`src/rtl/mem_req_queue.sv`:
```
// In-order CPU request queue feeding a stalling memory port; one command per ISSUE, with a GAP cycle after each.
// Optional statistics outputs (StallCycles, ReqDone) are compiled in when MEMREQ_STATS_EN is defined.
module mem_req_queue #(
  parameter int DEPTH  = 4,
  parameter int ADDR_W = 10,
  parameter int DATA_W = 32
) (
  input  logic              CLK,
  input  logic              RST,
  input  logic              ReqValid,
  input  logic              ReqWrite,
  input  logic [ADDR_W-1:0] ReqAddr,
  input  logic [DATA_W-1:0] ReqData,
  output logic              ReqReady,
  output logic              RspValid,
  output logic [DATA_W-1:0] RspData,
  output logic              Busy,
  output logic              MemReadCpu,
  output logic              MemWriteCpu,
  output logic [ADDR_W-1:0] Address,
  output logic [DATA_W-1:0] DataIn,
  input  logic              Stall,
  input  logic [DATA_W-1:0] DataOut
`ifdef MEMREQ_STATS_EN
  ,
  output logic [15:0]       StallCycles,
  output logic [15:0]       ReqDone
`endif
);

  localparam int AW = $clog2(DEPTH);
  localparam logic [AW:0] FULL_CNT = (AW+1)'(DEPTH);

  typedef enum logic [1:0] {IDLE = 2'd0, ISSUE = 2'd1, GAP = 2'd2} state_t;

  state_t              state_q, state_d;
  logic [AW-1:0]       wr_ptr_q, rd_ptr_q;
  logic [AW:0]         count_q, count_d;
  logic                fifo_write_q [DEPTH];
  logic [ADDR_W-1:0]   fifo_addr_q  [DEPTH];
  logic [DATA_W-1:0]   fifo_data_q  [DEPTH];
  logic                rsp_valid_q;
  logic [DATA_W-1:0]   rsp_data_q;
  logic                push, pop, head_write;

  assign ReqReady   = (count_q != FULL_CNT);
  assign push       = ReqValid && ReqReady;
  assign pop        = (state_q == ISSUE) && !Stall;
  assign head_write = fifo_write_q[rd_ptr_q];
  assign Address    = fifo_addr_q[rd_ptr_q];
  assign DataIn     = fifo_data_q[rd_ptr_q];
  assign RspValid   = rsp_valid_q;
  assign RspData    = rsp_data_q;
  assign Busy       = (count_q != '0) || (state_q != IDLE);

  // Entries are cleared on reset so Address/DataIn read back as zero.
  generate
    for (genvar gi = 0; gi < DEPTH; gi++) begin : g_entry
      always_ff @(posedge CLK or negedge RST) begin
        if (!RST) begin
          fifo_write_q[gi] <= 1'b0;
          fifo_addr_q[gi]  <= '0;
          fifo_data_q[gi]  <= '0;
        end else if (push && (wr_ptr_q == AW'(gi))) begin
          fifo_write_q[gi] <= ReqWrite;
          fifo_addr_q[gi]  <= ReqAddr;
          fifo_data_q[gi]  <= ReqData;
        end
      end
    end
  endgenerate

  always_comb begin
    count_d = count_q;
    case ({push, pop})
      2'b10:   count_d = count_q + 1'b1;
      2'b01:   count_d = count_q - 1'b1;
      default: count_d = count_q;
    endcase
  end

  always_comb begin
    state_d     = state_q;
    MemReadCpu  = 1'b0;
    MemWriteCpu = 1'b0;
    case (state_q)
      IDLE:  if (count_q != '0) state_d = ISSUE;
      ISSUE: begin
        MemReadCpu  = !head_write;
        MemWriteCpu = head_write;
        if (!Stall) state_d = GAP;
      end
      // count_q here already reflects the pop taken on entry to GAP.
      GAP:     state_d = (count_q != '0) ? ISSUE : IDLE;
      default: state_d = IDLE;
    endcase
  end

  always_ff @(posedge CLK or negedge RST) begin
    if (!RST) begin
      state_q     <= IDLE;
      wr_ptr_q    <= '0;
      rd_ptr_q    <= '0;
      count_q     <= '0;
      rsp_valid_q <= 1'b0;
      rsp_data_q  <= '0;
    end else begin
      state_q     <= state_d;
      count_q     <= count_d;
      rsp_valid_q <= pop && !head_write;
      if (push) wr_ptr_q <= wr_ptr_q + 1'b1;
      if (pop)  rd_ptr_q <= rd_ptr_q + 1'b1;
      if (pop && !head_write) rsp_data_q <= DataOut;
    end
  end

`ifdef MEMREQ_STATS_EN
  logic [15:0] stall_cycles_q, req_done_q;

  always_ff @(posedge CLK or negedge RST) begin
    if (!RST) begin
      stall_cycles_q <= '0;
      req_done_q     <= '0;
    end else begin
      if ((state_q == ISSUE) && Stall && (stall_cycles_q != 16'hFFFF))
        stall_cycles_q <= stall_cycles_q + 1'b1;
      if (pop && (req_done_q != 16'hFFFF))
        req_done_q <= req_done_q + 1'b1;
    end
  end

  assign StallCycles = stall_cycles_q;
  assign ReqDone     = req_done_q;
`endif

endmodule

```
`config.mk`:
```
export PLATFORM = sky130hd
export DESIGN_NAME = mem_req_queue
export DESIGN_NICKNAME = d
export VERILOG_FILES = /design/src/rtl/mem_req_queue.sv
export SDC_FILE = /design/constraint.sdc
export NUM_CORES = 1
export LEC_CHECK = 0
export BUFFER_PORTS_ARGS = -buffer_cell sky130_fd_sc_hd__buf_4
export CAP_MARGIN = 5
export CORE_UTILIZATION = 45
export CTS_CLUSTER_SIZE = 30
export DETAILED_ROUTE_END_ITERATION = 12
export PLACE_DENSITY_LB_ADDON = 0.08
export SYNTH_ARGS = -nofsm -noshare
export SYNTH_HDL_FRONTEND = slang
export SYNTH_SLANG_ARGS = --single-unit
```
`constraint.sdc`:
```
create_clock -name CLK -period 2.7 [get_ports CLK]
set_input_delay 0.54 -clock CLK [delete_from_list [all_inputs] [get_ports CLK]]
set_output_delay 0.54 -clock CLK [all_outputs]
set_load 0.02 [all_outputs]
```
# Word level (Yosys, flattened, before mapping)

Cells that the tools add are included.

Add/sub/neg operators: 4
$lt $le $gt $ge: 1
Eq/ne operators: 10
Muxes and demuxes: 16
Bitwise logic cells: 1
Reduce and logical (&&, ||, !) cells: 16

Operators with widths:

| operator                                            | number |
|---|---|
| binary-select mux 32 bit (select 2 bit)             | 1 |
| 2-to-1 mux 32 bit                                   | 2 |
| binary-select mux 10 bit (select 2 bit)             | 1 |
| 2-to-1 mux 10 bit                                   | 2 |
| equality test 2 bit, second input constant          | 4 |
| logical AND 1 bit                                   | 7 |
| equality test 2 x 1 -> 1 bit, second input constant | 3 |
| case mux 2 bit (3 select lines)                     | 1 |
| case mux 3 bit (2 select lines)                     | 1 |
| 2-to-1 mux 1 bit                                    | 5 |
| adder 2 x 1 -> 2 bit, second input constant         | 2 |
| logical NOT 2 bit                                   | 2 |
| 2-to-1 mux 2 bit                                    | 2 |
| != test 2 bit, second input constant                | 2 |
| nonzero test 2 bit                                  | 2 |
| adder 3 x 1 -> 3 bit, second input constant         | 1 |
| >= comparator 3 bit, second input constant          | 1 |
| != test 3 bit, second input constant                | 1 |
| NOT 2 -> 3 bit                                      | 1 |
| nonzero test 3 bit                                  | 1 |
| subtractor 3 x 1 -> 3 bit, second input constant    | 1 |
| binary-select mux 1 bit (select 2 bit)              | 1 |
| logical NOT 1 bit                                   | 2 |
| AND reduction 2 bit                                 | 1 |
| logical OR 1 bit                                    | 1 |

Register bits: 214
Input port bits: 79
Output and inout bits: 79
Logic and storage cells: 66

# Logic depth before layout (Yosys ltp)

Depth after elaboration: 6
Gate-level depth with buffers: 9
Gate-level depth less buffers: 8

# Least setup slack after synthesis

No wires, ideal clock.

Path type: register -> register
Start point: register count_q[0]
End point: register count_q[2]
Setup time: 79 ps
Arrival: 2,133 ps
Data required time: 2,621 ps
Slack: 488 ps
Cell stages (with the launch flop): 10
Buffers on the path: 1
Clock period less this slack: 2,212 ps
Path through: dfrtp_1 > or3b_2 > buf_2 > nand2_1 > ha_1 > inv_1 > fa_1 > xor2_1 > nor2_1 > xor2_1

Cells in the longest elaborated chain, start to end: 4
Elaborated cells between the ends (all ways): 8
Classes of those cells: add/sub (2); eq/ne (3); mux (1); reduce/logical (2)

Ends and longest elaborated chain:

| element                                                                      | RTL line | text |
|---|---|---|
| start: declaration                                                           | 38       | `logic [AW:0] count_q, count_d;` |
| start signal: assignment                                                     | 109      | `count_q <= count_d;` |
| != test 3 bit (*)                                                            | 46       | `assign ReqReady = (count_q != FULL_CNT);` |
| via ReqReady                                                                 | 14       | `output logic ReqReady,` |
| logical AND 1 bit (*)                                                        | 47       | `assign push = ReqValid && ReqReady;` |
| equality test 2 x 1 -> 1 bit / equality test 2 bit (equally long branches)   | 75       | `case ({push, pop})` |
| case mux 3 bit (2 select lines) / nonzero test 2 bit (equally long branches) | n/a      |  |

The timed path passes the listed nets; every way through them passes the cells marked *.
A chain may end at the register's enable or synchronous reset.

# Final worst setup path

Start point: register rd_ptr_q[0]
End point: output port DataIn[19]

Cells in the longest elaborated chain, start to end: 4

Ends and longest elaborated chain:

| element                                               | RTL line | text |
|---|---|---|
| start: declaration                                    | 37       | `logic [AW-1:0] wr_ptr_q, rd_ptr_q;` |
| start signal: assignment                              | 112      | `if (pop) rd_ptr_q <= rd_ptr_q + 1'b1;` |
| NOT 2 -> 3 bit (not written as such)                  | 51       | `assign DataIn = fifo_data_q[rd_ptr_q];` |
| binary-select mux 32 bit (select 2 bit)               | 51       |  |
| 2-to-1 mux 32 bit (not written as such) (2 in series) | 51       |  |
| end: declaration                                      | 21       | `output logic [DATA_W-1:0] DataIn,` |

Every way passes these cells. The select of a mux whose other input is x is not followed.

==> results.py <==
metrics = {
    "sta": {
        "clock.fmax_mhz": 396,
        "whs_ns": 0.253,
        "finalSetupTns_ns": 0,
        "period_needed_ns": 2.53,
        "setup_slack_ns": 0.173,
        "timing.final.crit_share": 0.936,
        "slew_viol_final": 0,
        "setup_violations": 0,
        "rsz0062_at_grt": "false",
        "hold_viol_final": 0,
        "slew_headroom": 0.679,
        "skew_ns": 0.0195,
        "worst_slew_pin_slew_ns": 0.480,
    },
    "placement": {
        "place_congestion": 0.714,
        "pre_cts_ws_ns": 0.310,
        "detailed_place_hpwl_um": 12300,
        "portBuffers": 157,
    },
    "logic_synthesis": {
        "synthTopCellsByArea": "dfrtp_1 59%, mux2_2 25%, mux4_2 11%",
        "synth.cell_area_um2": 9100,
        "synth_edf_count": 0,
        "synth.net_count": 615,
        "ys_warn_count": 0,
        "yosysTopAreaCell": "dfrtp_1",
        "synth_flop_cell": "dfrtp_1",
        "ys_seq_area_frac": 0.588,
        "ys_types": 22,
        "synth_seq_cells": 214,
        "synth.avg_cell_area_um2": 17.2,
        "synth_most_common_cell": "dfrtp_1",
        "async_flop_share": 1.00,
        "yosys-top-cells-count": "214 x dfrtp_1, 205 x mux2_2, 43 x mux4_2, 22 x buf_2, 6 x inv_1",
        "synthCells": 530,
        "netlist.area_leader.share": 0.588,
    },
    "detailed_routing": {
        "drtIter0Drc": 138,
        "wl_met2_um": 9210,
        "drc": 0,
        "drt_first_pass_iters": 4,
        "wl_met1_um": 7960,
        "antenna_left": 0,
        "vias": 5138,
        "viasPerCell": 5.24,
        "topRoutingLayerUsed": "met4",
        "wl_met3_um": 1210,
        "wl_per_cell_um": 19.0,
        "routed_wirelength_um": 18700,
    },
    "cells_and_area": {
        "seq_area_um2": 5360,
        "drive_above_1_share": 0.650,
        "syn_to_final_growth_pct": 25.1,
        "fill_cells": 1573,
        "nets": 785,
        "n_antenna_cell": 0,
        "multiInputGateArea_um2": 3550,
    },
    "cts": {
        "cts_tree": "done",
        "post_cts_buffers": 0,
        "clk_pin_slew_ns": 0.06,
        "cts_buffers": 24,
        "root_buffer": "clkbuf_16",
        "clk_path_buf_depth": 3,
        "cts_sinks": 214,
        "cts.htree.levels": 1,
        "clk_latency_ns": 0.51,
    },
    "die": {
        "ios": 158,
        "initial_core_util": 0.463,
        "die-area_um2": 20800,
        "die_x_um": 144,
        "die_y_um": 144,
        "fp-row-count": 51,
        "coreArea_um2": 19700,
    },
    "setup_path": {
        "endpoint_kind": "primary output",
        "crit_slowest_cell": "mux4_2",
        "worst-path-max-fanout": 18,
        "critPathMaxStageDelay_ns": 0.57,
        "worstPathCellList": "buf_6, mux4_2, buf_4",
        "cp-start-kind": "register",
        "required_ns": 2.16,
        "worstPathArrival_ns": 1.99,
        "criticalPathCategory": "register to primary output",
    },
    "pwr": {
        "max-vdd-ir-drop_v": 0.000691,
        "powerDensity_nw_per_um2": 1420,
        "p_leak_nw": 5.06,
    },
    "hold_path": {
        "hold_class": "input pin to register",
    },
    "flow_run": {
        "cap_violations": 0,
    },
    "global_route": {
        "antenna_found_initial": 0,
        "grt_pass1_vias": 5558,
        "grt_pass1_wl_um": 29700,
        "grt_remaining_overflow": 0,
        "grtUsageTotal": 0.187,
        "grt_max_degree": 72,
    },
    "outcome": {
        "status": "finished clean",
    },
}
[final cells by class]
cell class                 count  share of cell area
sequential                   214               0.471
multi-input combinational    279               0.312
clock buffer                  38              0.0654
tap                          265              0.0291
inverter                       6             0.00198
timing repair buffer         175               0.120
clock inverter                 3             0.00132
[flip-flops by register name (all words and copies together), names as in the netlist]
register and count:
RspData 32, RspValid 1, wr_ptr_q 2, fifo_write_q 4, fifo_addr_q 40, fifo_data_q 128
state_q 2, rd_ptr_q 2, count_q 3
[cells by family (layout without fill, tap and decap cells)]
| family | count (synthesis) | after routing | synth area share |
|---|---|---|---|
| and+or+nand+nor | 17 | 17 | 0.0132 |
| buffers and inverters | 37 | 222 | 0.0216 |
| DFF | 214 | 214 | 0.588 |
| AOI/OAI and AO/OA | 1 | 1 | 0.000688 |
| adders and majority gates | 6 | 6 | 0.00907 |
| xor gates and xnor gates | 6 | 6 | 0.00578 |
| muxes | 249 | 249 | 0.361 |
[metrics by stage]
stage	instance area, um2	utilization	power (W)	cells
floorplan	9100	-	0.0106	530
global placement	10600	0.540	0.0129	938
detailed placement	10600	0.540	0.0132	938
CTS	11400	0.579	0.0164	980
global route	11400	0.579	0.0171	980
finish	11400	0.579	0.0161	980
[worst paths after layout]
kind / startpoint / endpoint / slack, ns / depth (start not counted)
setup / recovery: rd_ptr_q[0]$_DFFE_PN0P_ / DataIn[19] / 0.17 / 3
hold / removal: Stall / state_q[1]$_DFFE_PN0P_ / 0.25 / 2
setup reg to reg: count_q[0]$_DFFE_PN0P_ / count_q[2]$_DFFE_PN0P_ / 0.34 / 8
hold reg to reg: state_q[1]$_DFFE_PN0P_ / state_q[1]$_DFFE_PN0P_ / 0.47 / 1
max in group asynchronous: RST / fifo_data_q[80]$_DFFE_PN0P_ / 1.36 / 3
min in group asynchronous: RST / fifo_addr_q[27]$_DFFE_PN0P_ / 0.57 / 2
[power breakdown]
part / switching, W / internal, W / leakage [nW]
Combinational: 0.00333 / 0.00403 / 2.14
Clock: 0.00120 / 0.00187 / 0.377
Sequential: 0.000827 / 0.00488 / 2.53
Total: 0.00536 / 0.0108 / 5.06
[placed cells by master (no fill, tap or decap), types with 2 or more instances in the layout]
cell type	n
clkbuf_16	25
xor2_1	3
inv_1	6
clkbuf_8	8
clkinv_2	3
mux4_2	43
nor2_1	3
xnor2_1	3
nor3b_1	2
clkbuf_1	6
buf_4	169
dfrtp_1	212
nand3_2	4
mux2_2	205
ha_1	5
buf_12	3
nand2_1	3
[routing by layer]
metal  global-route usage  vias up
met5                    0        -
met4               0.0382        0
met3               0.0450       21
met2                0.322      142
met1                0.242     2683
li1                     -     2292
[what timing repair did]
action,4_1_cts,5_1_grt
setup endpoints to repair,0,11
hold buffers,1,0
resized for setup,0,1
hold endpoints to repair,23,0
[critical path, delay by kind of cell, from the launching register on]
kind / cells / cell delay [ns]
buffers and inverters: 2 / 0.47
muxes: 1 / 0.57
DFF: 1 / 0.43
Power figures use the tool's default switching activity.
